### src/rtl/vrf_read_pkg.sv
// vrf_read_pkg: shared widths, request/tag records and sequencer states for the lane VRF read path.
package vrf_read_pkg;
    localparam int VS_W = 5;
    localparam int OFFSET_W = 4;
    localparam int GROUP_W = 4;
    localparam int SRC_W = 4;
    localparam int INST_W = 3;

    typedef struct packed {
        logic [VS_W-1:0]     vs;
        logic [OFFSET_W-1:0] offset;
        logic [GROUP_W-1:0]  groupIndex;
        logic [SRC_W-1:0]    readSource;
        logic [INST_W-1:0]   instructionIndex;
    } read_req_t;

    typedef struct packed {
        logic [GROUP_W-1:0]  groupIndex;
        logic [OFFSET_W-1:0] offset;
        logic                last;
    } read_tag_t;

    localparam int TAG_W = $bits(read_tag_t);

    typedef enum logic [1:0] {IDLE, ISSUE, DRAIN} seq_state_e;
endpackage

### src/rtl/vrf_read_sequencer_if.sv
// vrf_read_sequencer_if: command, read-pipe request/data and tagged response bundle.
interface vrf_read_sequencer_if #(parameter int DATA_WIDTH = 32);
    import vrf_read_pkg::*;
    logic                  cmd_valid;
    logic                  cmd_ready;
    logic [VS_W-1:0]       cmd_bits_vs;
    logic [INST_W-1:0]     cmd_bits_instructionIndex;
    logic [SRC_W-1:0]      cmd_bits_readSource;
    logic [GROUP_W-1:0]    cmd_bits_lastGroup;
    logic [OFFSET_W-1:0]   cmd_bits_lastOffset;
    logic                  req_valid;
    logic                  req_ready;
    logic [VS_W-1:0]       req_bits_vs;
    logic [OFFSET_W-1:0]   req_bits_offset;
    logic [GROUP_W-1:0]    req_bits_groupIndex;
    logic [SRC_W-1:0]      req_bits_readSource;
    logic [INST_W-1:0]     req_bits_instructionIndex;
    logic                  rd_valid;
    logic                  rd_ready;
    logic [DATA_WIDTH-1:0] rd_bits;
    logic                  rsp_valid;
    logic                  rsp_ready;
    logic [DATA_WIDTH-1:0] rsp_bits_data;
    logic [GROUP_W-1:0]    rsp_bits_groupIndex;
    logic [OFFSET_W-1:0]   rsp_bits_offset;
    logic                  rsp_bits_last;
    logic                  done;
    logic                  error;

    modport master (
        output cmd_valid, cmd_bits_vs, cmd_bits_instructionIndex, cmd_bits_readSource,
               cmd_bits_lastGroup, cmd_bits_lastOffset, req_ready, rd_valid, rd_bits, rsp_ready,
        input  cmd_ready, req_valid, req_bits_vs, req_bits_offset, req_bits_groupIndex,
               req_bits_readSource, req_bits_instructionIndex, rd_ready, rsp_valid, rsp_bits_data,
               rsp_bits_groupIndex, rsp_bits_offset, rsp_bits_last, done, error
    );

    modport slave (
        input  cmd_valid, cmd_bits_vs, cmd_bits_instructionIndex, cmd_bits_readSource,
               cmd_bits_lastGroup, cmd_bits_lastOffset, req_ready, rd_valid, rd_bits, rsp_ready,
        output cmd_ready, req_valid, req_bits_vs, req_bits_offset, req_bits_groupIndex,
               req_bits_readSource, req_bits_instructionIndex, rd_ready, rsp_valid, rsp_bits_data,
               rsp_bits_groupIndex, rsp_bits_offset, rsp_bits_last, done, error
    );
endinterface

### src/rtl/read_tag_fifo.sv
// read_tag_fifo: small circular FIFO with simultaneous push/pop, legal even when full.
module read_tag_fifo #(
    parameter int DEPTH = 4,
    parameter int WIDTH = 9
) (
    input  logic             clock,
    input  logic             reset,
    input  logic             push,
    input  logic             pop,
    input  logic [WIDTH-1:0] push_data,
    output logic [WIDTH-1:0] head,
    output logic             full,
    output logic             empty
);
    localparam int PW = DEPTH > 1 ? $clog2(DEPTH) : 1;
    localparam int CW = $clog2(DEPTH + 1);

    logic [WIDTH-1:0] mem_q [DEPTH];
    logic [WIDTH-1:0] mem_d [DEPTH];
    logic [PW-1:0] wr_q, wr_d, rd_q, rd_d;
    logic [CW-1:0] cnt_q, cnt_d;
    logic do_push, do_pop;

    function automatic logic [PW-1:0] nxt(input logic [PW-1:0] p);
        return p == PW'(DEPTH - 1) ? '0 : p + PW'(1);
    endfunction

    assign empty = cnt_q == '0;
    assign full = cnt_q == CW'(DEPTH);
    assign do_pop = pop & ~empty;
    assign do_push = push & (~full | do_pop);
    assign head = mem_q[rd_q];

    always_comb begin
        mem_d = mem_q;
        if (do_push) mem_d[wr_q] = push_data;
        wr_d = do_push ? nxt(wr_q) : wr_q;
        rd_d = do_pop ? nxt(rd_q) : rd_q;
        cnt_d = cnt_q + CW'(do_push) - CW'(do_pop);
    end

    always_ff @(posedge clock or posedge reset) begin
        if (reset) begin
            mem_q <= '{default: '0};
            wr_q <= '0;
            rd_q <= '0;
            cnt_q <= '0;
        end else begin
            mem_q <= mem_d;
            wr_q <= wr_d;
            rd_q <= rd_d;
            cnt_q <= cnt_d;
        end
    end
endmodule

### src/rtl/vrf_read_sequencer.sv
// vrf_read_sequencer: walks group/offset of one operand into the VRF read pipe under credit control and tags returned data.
module vrf_read_sequencer
    import vrf_read_pkg::*;
#(
    parameter int MAX_OUTSTANDING = 4,
    parameter int DATA_WIDTH = 32
) (
    input logic clock,
    input logic reset,
    vrf_read_sequencer_if.slave bus
);
    localparam int CW = $clog2(MAX_OUTSTANDING + 1);

    seq_state_e state_q, state_d;
    read_req_t req_q, req_d;
    logic [GROUP_W-1:0] last_grp_q, last_grp_d;
    logic [OFFSET_W-1:0] last_off_q, last_off_d;
    logic [CW-1:0] out_q, out_d;
    logic err_q, err_d;
    read_tag_t tag_in, tag_head;
    logic tag_full, tag_empty, has_credit, req_fire, rd_fire, off_wrap, last_elem;
    logic [DATA_WIDTH-1:0] data;

    assign off_wrap = req_q.offset == last_off_q;
    assign last_elem = off_wrap && req_q.groupIndex == last_grp_q;
    assign has_credit = out_q < CW'(MAX_OUTSTANDING) && !tag_full;
    assign rd_fire = bus.rd_valid & bus.rd_ready;
    assign req_fire = bus.req_valid & bus.req_ready;
    assign tag_in = '{groupIndex: req_q.groupIndex, offset: req_q.offset, last: last_elem};

    assign bus.cmd_ready = state_q == IDLE;
    // A credit returned this very cycle may be reused, so a full pipe keeps streaming one-for-one.
    assign bus.req_valid = state_q == ISSUE && (has_credit || rd_fire);
    assign bus.req_bits_vs = req_q.vs;
    assign bus.req_bits_offset = req_q.offset;
    assign bus.req_bits_groupIndex = req_q.groupIndex;
    assign bus.req_bits_readSource = req_q.readSource;
    assign bus.req_bits_instructionIndex = req_q.instructionIndex;
    assign bus.rd_ready = bus.rsp_ready & ~tag_empty;
    assign bus.rsp_valid = bus.rd_valid & ~tag_empty;
    assign data = bus.rd_bits;
    assign bus.rsp_bits_data = data;
    assign bus.rsp_bits_groupIndex = tag_head.groupIndex;
    assign bus.rsp_bits_offset = tag_head.offset;
    assign bus.rsp_bits_last = tag_head.last;
    assign bus.done = state_q == DRAIN && out_q == '0;
    assign bus.error = err_q;

    always_comb begin
        state_d = state_q;
        req_d = req_q;
        last_grp_d = last_grp_q;
        last_off_d = last_off_q;
        out_d = out_q + CW'(req_fire) - CW'(rd_fire);
        err_d = err_q | (bus.rd_valid & tag_empty);
        if (bus.cmd_valid && bus.cmd_ready) begin
            req_d = '{vs: bus.cmd_bits_vs, offset: '0, groupIndex: '0,
                      readSource: bus.cmd_bits_readSource,
                      instructionIndex: bus.cmd_bits_instructionIndex};
            last_grp_d = bus.cmd_bits_lastGroup;
            last_off_d = bus.cmd_bits_lastOffset;
            state_d = ISSUE;
        end
        if (req_fire) begin
            req_d.offset = off_wrap ? '0 : req_q.offset + OFFSET_W'(1);
            req_d.groupIndex = off_wrap ? req_q.groupIndex + GROUP_W'(1) : req_q.groupIndex;
            state_d = last_elem ? DRAIN : ISSUE;
        end
        if (bus.done) state_d = IDLE;
    end

    always_ff @(posedge clock or posedge reset) begin
        if (reset) begin
            state_q <= IDLE;
            req_q <= '0;
            last_grp_q <= '0;
            last_off_q <= '0;
            out_q <= '0;
            err_q <= 1'b0;
        end else begin
            state_q <= state_d;
            req_q <= req_d;
            last_grp_q <= last_grp_d;
            last_off_q <= last_off_d;
            out_q <= out_d;
            err_q <= err_d;
        end
    end

    read_tag_fifo #(.DEPTH(MAX_OUTSTANDING), .WIDTH(TAG_W)) u_tag (
        .clock(clock),
        .reset(reset),
        .push(req_fire),
        .pop(rd_fire),
        .push_data(tag_in),
        .head(tag_head),
        .full(tag_full),
        .empty(tag_empty)
    );
endmodule
### src/flat_wrapper.sv
// flat-port wrapper written by rule: the top's interface ports become plain ports
module vrf_read_sequencer_flat import vrf_read_pkg::*;
#(
    parameter int MAX_OUTSTANDING = 4,
    parameter int DATA_WIDTH = 32
)
  (clock, reset, bus_cmd_valid, bus_cmd_bits_vs, bus_cmd_bits_instructionIndex, bus_cmd_bits_readSource, bus_cmd_bits_lastGroup, bus_cmd_bits_lastOffset, bus_req_ready, bus_rd_valid, bus_rd_bits, bus_rsp_ready, bus_cmd_ready, bus_req_valid, bus_req_bits_vs, bus_req_bits_offset, bus_req_bits_groupIndex, bus_req_bits_readSource, bus_req_bits_instructionIndex, bus_rd_ready, bus_rsp_valid, bus_rsp_bits_data, bus_rsp_bits_groupIndex, bus_rsp_bits_offset, bus_rsp_bits_last, bus_done, bus_error);
  vrf_read_sequencer_if #(.DATA_WIDTH(DATA_WIDTH)) bus_i ();
  input logic clock;
  input logic reset;
  input wire logic [$bits(bus_i.cmd_valid)-1:0] bus_cmd_valid;
  input wire logic [$bits(bus_i.cmd_bits_vs)-1:0] bus_cmd_bits_vs;
  input wire logic [$bits(bus_i.cmd_bits_instructionIndex)-1:0] bus_cmd_bits_instructionIndex;
  input wire logic [$bits(bus_i.cmd_bits_readSource)-1:0] bus_cmd_bits_readSource;
  input wire logic [$bits(bus_i.cmd_bits_lastGroup)-1:0] bus_cmd_bits_lastGroup;
  input wire logic [$bits(bus_i.cmd_bits_lastOffset)-1:0] bus_cmd_bits_lastOffset;
  input wire logic [$bits(bus_i.req_ready)-1:0] bus_req_ready;
  input wire logic [$bits(bus_i.rd_valid)-1:0] bus_rd_valid;
  input wire logic [$bits(bus_i.rd_bits)-1:0] bus_rd_bits;
  input wire logic [$bits(bus_i.rsp_ready)-1:0] bus_rsp_ready;
  output wire logic [$bits(bus_i.cmd_ready)-1:0] bus_cmd_ready;
  output wire logic [$bits(bus_i.req_valid)-1:0] bus_req_valid;
  output wire logic [$bits(bus_i.req_bits_vs)-1:0] bus_req_bits_vs;
  output wire logic [$bits(bus_i.req_bits_offset)-1:0] bus_req_bits_offset;
  output wire logic [$bits(bus_i.req_bits_groupIndex)-1:0] bus_req_bits_groupIndex;
  output wire logic [$bits(bus_i.req_bits_readSource)-1:0] bus_req_bits_readSource;
  output wire logic [$bits(bus_i.req_bits_instructionIndex)-1:0] bus_req_bits_instructionIndex;
  output wire logic [$bits(bus_i.rd_ready)-1:0] bus_rd_ready;
  output wire logic [$bits(bus_i.rsp_valid)-1:0] bus_rsp_valid;
  output wire logic [$bits(bus_i.rsp_bits_data)-1:0] bus_rsp_bits_data;
  output wire logic [$bits(bus_i.rsp_bits_groupIndex)-1:0] bus_rsp_bits_groupIndex;
  output wire logic [$bits(bus_i.rsp_bits_offset)-1:0] bus_rsp_bits_offset;
  output wire logic [$bits(bus_i.rsp_bits_last)-1:0] bus_rsp_bits_last;
  output wire logic [$bits(bus_i.done)-1:0] bus_done;
  output wire logic [$bits(bus_i.error)-1:0] bus_error;
  assign bus_i.cmd_valid = bus_cmd_valid;
  assign bus_i.cmd_bits_vs = bus_cmd_bits_vs;
  assign bus_i.cmd_bits_instructionIndex = bus_cmd_bits_instructionIndex;
  assign bus_i.cmd_bits_readSource = bus_cmd_bits_readSource;
  assign bus_i.cmd_bits_lastGroup = bus_cmd_bits_lastGroup;
  assign bus_i.cmd_bits_lastOffset = bus_cmd_bits_lastOffset;
  assign bus_i.req_ready = bus_req_ready;
  assign bus_i.rd_valid = bus_rd_valid;
  assign bus_i.rd_bits = bus_rd_bits;
  assign bus_i.rsp_ready = bus_rsp_ready;
  assign bus_cmd_ready = bus_i.cmd_ready;
  assign bus_req_valid = bus_i.req_valid;
  assign bus_req_bits_vs = bus_i.req_bits_vs;
  assign bus_req_bits_offset = bus_i.req_bits_offset;
  assign bus_req_bits_groupIndex = bus_i.req_bits_groupIndex;
  assign bus_req_bits_readSource = bus_i.req_bits_readSource;
  assign bus_req_bits_instructionIndex = bus_i.req_bits_instructionIndex;
  assign bus_rd_ready = bus_i.rd_ready;
  assign bus_rsp_valid = bus_i.rsp_valid;
  assign bus_rsp_bits_data = bus_i.rsp_bits_data;
  assign bus_rsp_bits_groupIndex = bus_i.rsp_bits_groupIndex;
  assign bus_rsp_bits_offset = bus_i.rsp_bits_offset;
  assign bus_rsp_bits_last = bus_i.rsp_bits_last;
  assign bus_done = bus_i.done;
  assign bus_error = bus_i.error;
  vrf_read_sequencer #(.MAX_OUTSTANDING(MAX_OUTSTANDING), .DATA_WIDTH(DATA_WIDTH)) u_core (.clock(clock), .reset(reset), .bus(bus_i));
endmodule
### config.mk
export PLATFORM = sky130hd
export DESIGN_NAME = vrf_read_sequencer_flat
export DESIGN_NICKNAME = d
export VERILOG_FILES = /design/src/rtl/vrf_read_pkg.sv /design/src/rtl/vrf_read_sequencer_if.sv /design/src/rtl/read_tag_fifo.sv /design/src/rtl/vrf_read_sequencer.sv /design/src/flat_wrapper.sv
export SDC_FILE = /design/constraint.sdc
export NUM_CORES = 1
export LEC_CHECK = 0
export ABC_AREA = 1
export ABC_CLOCK_PERIOD_IN_PS = 4550
export CAP_MARGIN = 20
export CORE_ASPECT_RATIO = 1.2
export CORE_MARGIN = 8
export CORE_UTILIZATION = 44
export CTS_CLUSTER_SIZE = 8
export DETAILED_ROUTE_END_ITERATION = 12
export PLACE_DENSITY_LB_ADDON = 0.2
export SLEW_MARGIN = 10
export SYNTH_ARGS = -nofsm -noshare
export SYNTH_HDL_FRONTEND = slang
export SYNTH_HIERARCHICAL = 1
export SYNTH_SLANG_ARGS = --single-unit
### constraint.sdc
create_clock -name clock -period 4.55 [get_ports clock]
set_input_delay 0.91 -clock clock [delete_from_list [all_inputs] [get_ports clock]]
set_output_delay 0.91 -clock clock [all_outputs]
set_load 0.1 [all_outputs]
# Yosys cells after proc, flatten, opt, wreduce, memory -nomap -nowiden
# Index checks and enable logic that the tools add are counted.
[word_totals]
regBits = 77
output_inout_bits = 67
[op_classes]
add_sub_neg = 8
magnitude_cmp = 4
eq_ne = 8
muxes = 16
bitwise = 13
reduce_logical = 14
[ops]
columns = ["operator", "n"]
rows = [
  ["$bwmux W36", 1],
  ["$mux W9", 3],
  ["$bmux W9 S2", 1],
  ["$demux W9 S2", 1],
  ["$mux W15", 1],
  ["$mux W2", 6],
  ["$add A4 B1 Y4 const B", 2],
  ["$eq A4 B4 Y1", 2],
  ["$mux W4", 2],
  ["$mux W8", 1],
  ["$and A1 B1 Y1", 7],
  ["$add A3 B1 Y3", 2],
  ["$eq A2 B2 Y1 const B", 3],
  ["$ge A3 B3 Y1 const B", 2],
  ["$logic_and A1 B1 Y1", 6],
  ["$logic_not A3 Y1", 2],
  ["$not A2 Y3", 2],
  ["$sub A3 B1 Y3", 2],
  ["$add A2 B1 Y2 const B", 2],
  ["$eq A3 B3 Y1 const B", 1],
  ["$lt A3 B1 Y1 const B", 1],
  ["$lt A3 B3 Y1 const B", 1],
  ["$reduce_bool A3 Y1", 1],
  ["$eq A2 B1 Y1 const B", 1],
  ["8 further kinds", 10],
]

# Depth between registers and ports, before layout
[logic_depth]
depth_word = 10
depth_mapped = 15
depth_no_buf = 13

# Cells and area by module
# Netlist, hierarchy kept.
[by_module_without_submodules]
columns = ["module", "instances", "cells_per_inst", "area_each_um2"]
rows = [
  ["read_tag_fifo", 1, 256, 2170.8],
  ["vrf_read_sequencer", 1, 215, 2011.9],
]

# Worst setup path after synthesis
# No wires, ideal clock.
[synth_path]
path_kind = "reg-to-output"
from = "reg u_core.u_tag.rd_q[0]"
to = "out bus_rsp_bits_groupIndex[2]"
arrival_time_ns = 2.278
required_time_ns = 3.640
slack_ns = 1.362
stages_incl_launch_ff = 5
path_buffers = 1
path_cell_list = "dfrtp_1 > inv_1 > buf_2 > o21ai_0 > o22ai_1"
[synth_via]
elab_chain_len = 4
[synth_rtl]
columns = ["element", "line_no", "rtl"]
rows = [
  ["start, declared", "read_tag_fifo.sv:20", "logic [PW-1:0] wr_q, wr_d, rd_q, rd_d;"],
  ["start signal, assigned", "read_tag_fifo.sv:51", "rd_q <= rd_d;"],
  ["$not A2 Y3 (not written as such)", "read_tag_fifo.sv:32", "assign head = mem_q[rd_q];"],
  ["$bmux W9 S2", "read_tag_fifo.sv:32", ""],
  ["$mux W9 (not written as such) (2 in series)", "read_tag_fifo.sv:32", ""],
  ["end, declared", "flat_wrapper.sv:31", "output wire logic [$bits(bus_i.rsp_bits_groupIndex)-1:0] bus_rsp_bits_groupIndex;"],
]
# Every way passes these cells. The select of a mux whose other input is x is not followed.

# Final worst setup path
[layout_path]
from = "reg u_core.u_tag.rd_q[0]"
to = "out bus_rsp_bits_last"
[layout_via]
elab_chain_len = 4
[layout_rtl]
columns = ["element", "line_no", "rtl"]
rows = [
  ["$not A2 Y3 (not written as such)", "read_tag_fifo.sv:32", ""],
  ["$bmux W9 S2", "read_tag_fifo.sv:32", ""],
  ["$mux W9 (not written as such) (2 in series)", "read_tag_fifo.sv:32", ""],
  ["end, declared", "flat_wrapper.sv:33", "output wire logic [$bits(bus_i.rsp_bits_last)-1:0] bus_rsp_bits_last;"],
]
# Every way passes these cells. The select of a mux whose other input is x is not followed.

==> flow_summary.json <==
{
  "start_util": 0.446,
  "synth_top_area_cell": "dfrtp_1",
  "path_cells": "inv_1 > o21ai_0 > o22ai_1 > clkdlybuf4s50_1",
  "vdd_drop_max_mv": 0.555,
  "fin_cells": 617,
  "cts_buffer_depth": 2,
  "io_buffers": 60,
  "die_h_um": 123,
  "cts_hold_buf": 0,
  "insertion_delay_ns": 0.33,
  "hpwl_um": 6570,
  "routabilityCongestion": 0.799,
  "dieArea_um2": 12900,
  "ctsResizeCount": 0,
  "cts_buffers": 9,
  "place_inst": 605,
  "finalSetupViolations": 0,
  "ios": 125,
  "wl_per_cell_um": 14.9,
  "diodes": 0,
  "worstPathArrival_ns": 2.76,
  "hold_start": "u_core/u_tag/mem_q[0]",
  "core_area_um2": 9370,
  "dr.pass1.iters": 4,
  "status": "finished clean",
  "r2r_start": "u_core/u_tag/cnt_q[1]",
  "crit_fanout": 22,
  "critical-path-slowest-cell": "clkdlybuf4s50_1",
  "ant_nets": 0,
  "grt_pass1_vias": 3258,
  "synth-seq-cells": 77,
  "place_ws_ns": 1.23,
  "power_leakage_nw": 2.41,
  "required_ns": 3.64,
  "netlist_area_um2": 4180,
  "via_count": 3177,
  "design_area_um2": 4820,
  "synth_warnings": 6,
  "slew_viol_final": 0,
  "fin_crit_sh": 0.806,
  "routed_wl_um": 9180,
  "grt_usage": 0.153,
  "placementRows": 39,
  "antenna_found_initial": 0,
  "drv_cap": 0,
  "hp-class": "flop to flop",
  "root_buffer": "clkbuf_16",
  "fin_crit_ns": 3.67,
  "worst_setup_path_end_kind": "output port",
  "avgSynthCellArea_um2": 8.88,
  "drc": 0,
  "finalSetupTns_ns": 0,
  "cts.sinks": 77,
  "synth.top_cells.by_area": "dfrtp_1, nand2_1, buf_4",
  "hold_viol": 0,
  "synth_top_area_frac": 0.461,
  "grt-ovfl-total": 0,
  "fp.dieW_um": 105,
  "rsz0062_at_grt": "false",
  "max-slew-margin-rel": 0.336,
  "drt-initial-drc-count": 132,
  "syn_inst": 471,
  "synthToLayoutAreaGrowth_pct": 15.2,
  "setup_ws_ns": 0.883,
  "yosysUniqueCellTypes": 35,
  "tightest_slew_ns": 0.992,
  "vias_per_cell": 5.15,
  "power_density_nw_per_um2": 825,
  "crit_type": "flop to output port",
  "htreeDepth": 3,
  "critPathLaunchType": "flop",
  "fin_skew_ns": 0.00422,
  "cpPeakStageDelay_ns": 1.15,
  "critPathLaunch": "u_core/u_tag/rd_q[0]",
  "grt_max_degree": 48,
  "grt_pass1_wl_um": 15900,
  "yosysSeqAreaShare": 0.461,
  "drive_gt1_frac": 0.113,
  "fin_nets": 563,
  "fmax_mhz": 273,
  "dpl-instance-area_um2": 4580,
  "tritoncts": "done",
  "post-cts-setup-buffers": 0,
  "synth_nets": 541,
  "path_clk_slew_ns": 0.05,
  "p_total_w": 0.00398
}
-- stage by stage --
step            util  hold WS [ns]
2_1_floorplan      -         0.437
3_3_place_gp   0.489         0.454
3_5_place_dp   0.489         0.457
4_1_cts        0.514         0.470
5_1_grt        0.514         0.486
6_report       0.514         0.470
-- Yosys cell counts, drive strengths merged --
library cell / count
a21oi: 7
buf: 48
clkbuf: 4
dfrtp: 77
fa: 2
ha: 10
inv: 37
mux2: 14
nand2: 128
nand3: 19
nand4: 36
nor2: 37
nor3: 1
o21a: 1
o21ai: 25
o21bai: 1
o22ai: 9
or2: 3
xnor2: 7
xor2: 5
-- registers in the layout (all words and copies together) (netlist names), 4 cells and up --
signal	cells
u_core/bus.req_bits_readSource	4
u_core/bus.req_bits_offset	4
u_core/last_off_q	4
u_core/bus.req_bits_groupIndex	4
u_core/bus.req_bits_vs	5
u_core/last_grp_q	4
u_core/u_tag/mem_q	36
-- worst paths after layout --
path / end / slack, ns / depth (start not counted)
min in group asynchronous: u_core/bus.error / 1.00 / 3
setup / recovery: bus_rsp_bits_last / 0.88 / 4
max in group asynchronous: u_core/u_tag/mem_q[32] / 3.12 / 3
hold / removal: u_core/u_tag/mem_q[0] / 0.47 / 2
setup reg to reg: u_core/u_tag/cnt_q[2] / 1.93 / 13
hold reg to reg: u_core/u_tag/mem_q[0] / 0.47 / 2
-- kinds of logic (layout without fill, tap and decap cells) --
family	count (synthesis)	after routing	share of synthesized area
adders and majority gates	12	12	0.0395
buffers and inverters	89	112	0.117
xor gates and xnor gates	12	12	0.0251
and+or+nand+nor	224	224	0.252
AOI/OAI and AO/OA	43	43	0.0562
muxes	14	14	0.0494
DFF	77	77	0.461
-- metal layers --
metal	share of wire	routed length, um	track usage
met1	0.44	4030	0.183
met2	0.46	4230	0.236
met3	0.077	703	0.0609
met4	0.024	217	0.0795
met5	0	0	0
-- cell usage in the layout (no fill, tap or decap), drive strengths merged --
cell type / count
clkdlybuf4s50: 50
ha: 10
o21a: 1
xor2: 5
nand2: 128
mux2: 14
or2: 3
o21bai: 1
nor2: 37
nand3: 19
clkbuf: 12
fa: 2
xnor2: 7
nand4: 36
o22ai: 9
inv: 37
o21ai: 25
dfrtp: 77
nor3: 1
a21oi: 7
buf: 13
-- worst max-delay path: cells and delay by family, from the launching register on --
family          cells  cell delay, ns
buf+inv             2            1.58
flops               1            0.57
compound gates      2            0.28
-- report_power, final --
group	internal [W]	total (W)	switching, W
logic	0.000607	0.00225	0.00164
clock network	0.000357	0.000604	0.000247
registers	0.000900	0.00112	0.000222
total	0.00186	0.00398	0.00211
-- area by class of cell --
cell class	instances	area, um^2
tap	123	154
fill	891	4550
clock buffer	12	236
inverter	37	139
sequential	77	1930
timing repair buffer	63	598
multi-input combinational	305	1770
No activity file was read; power rests on OpenSTA's default activity.
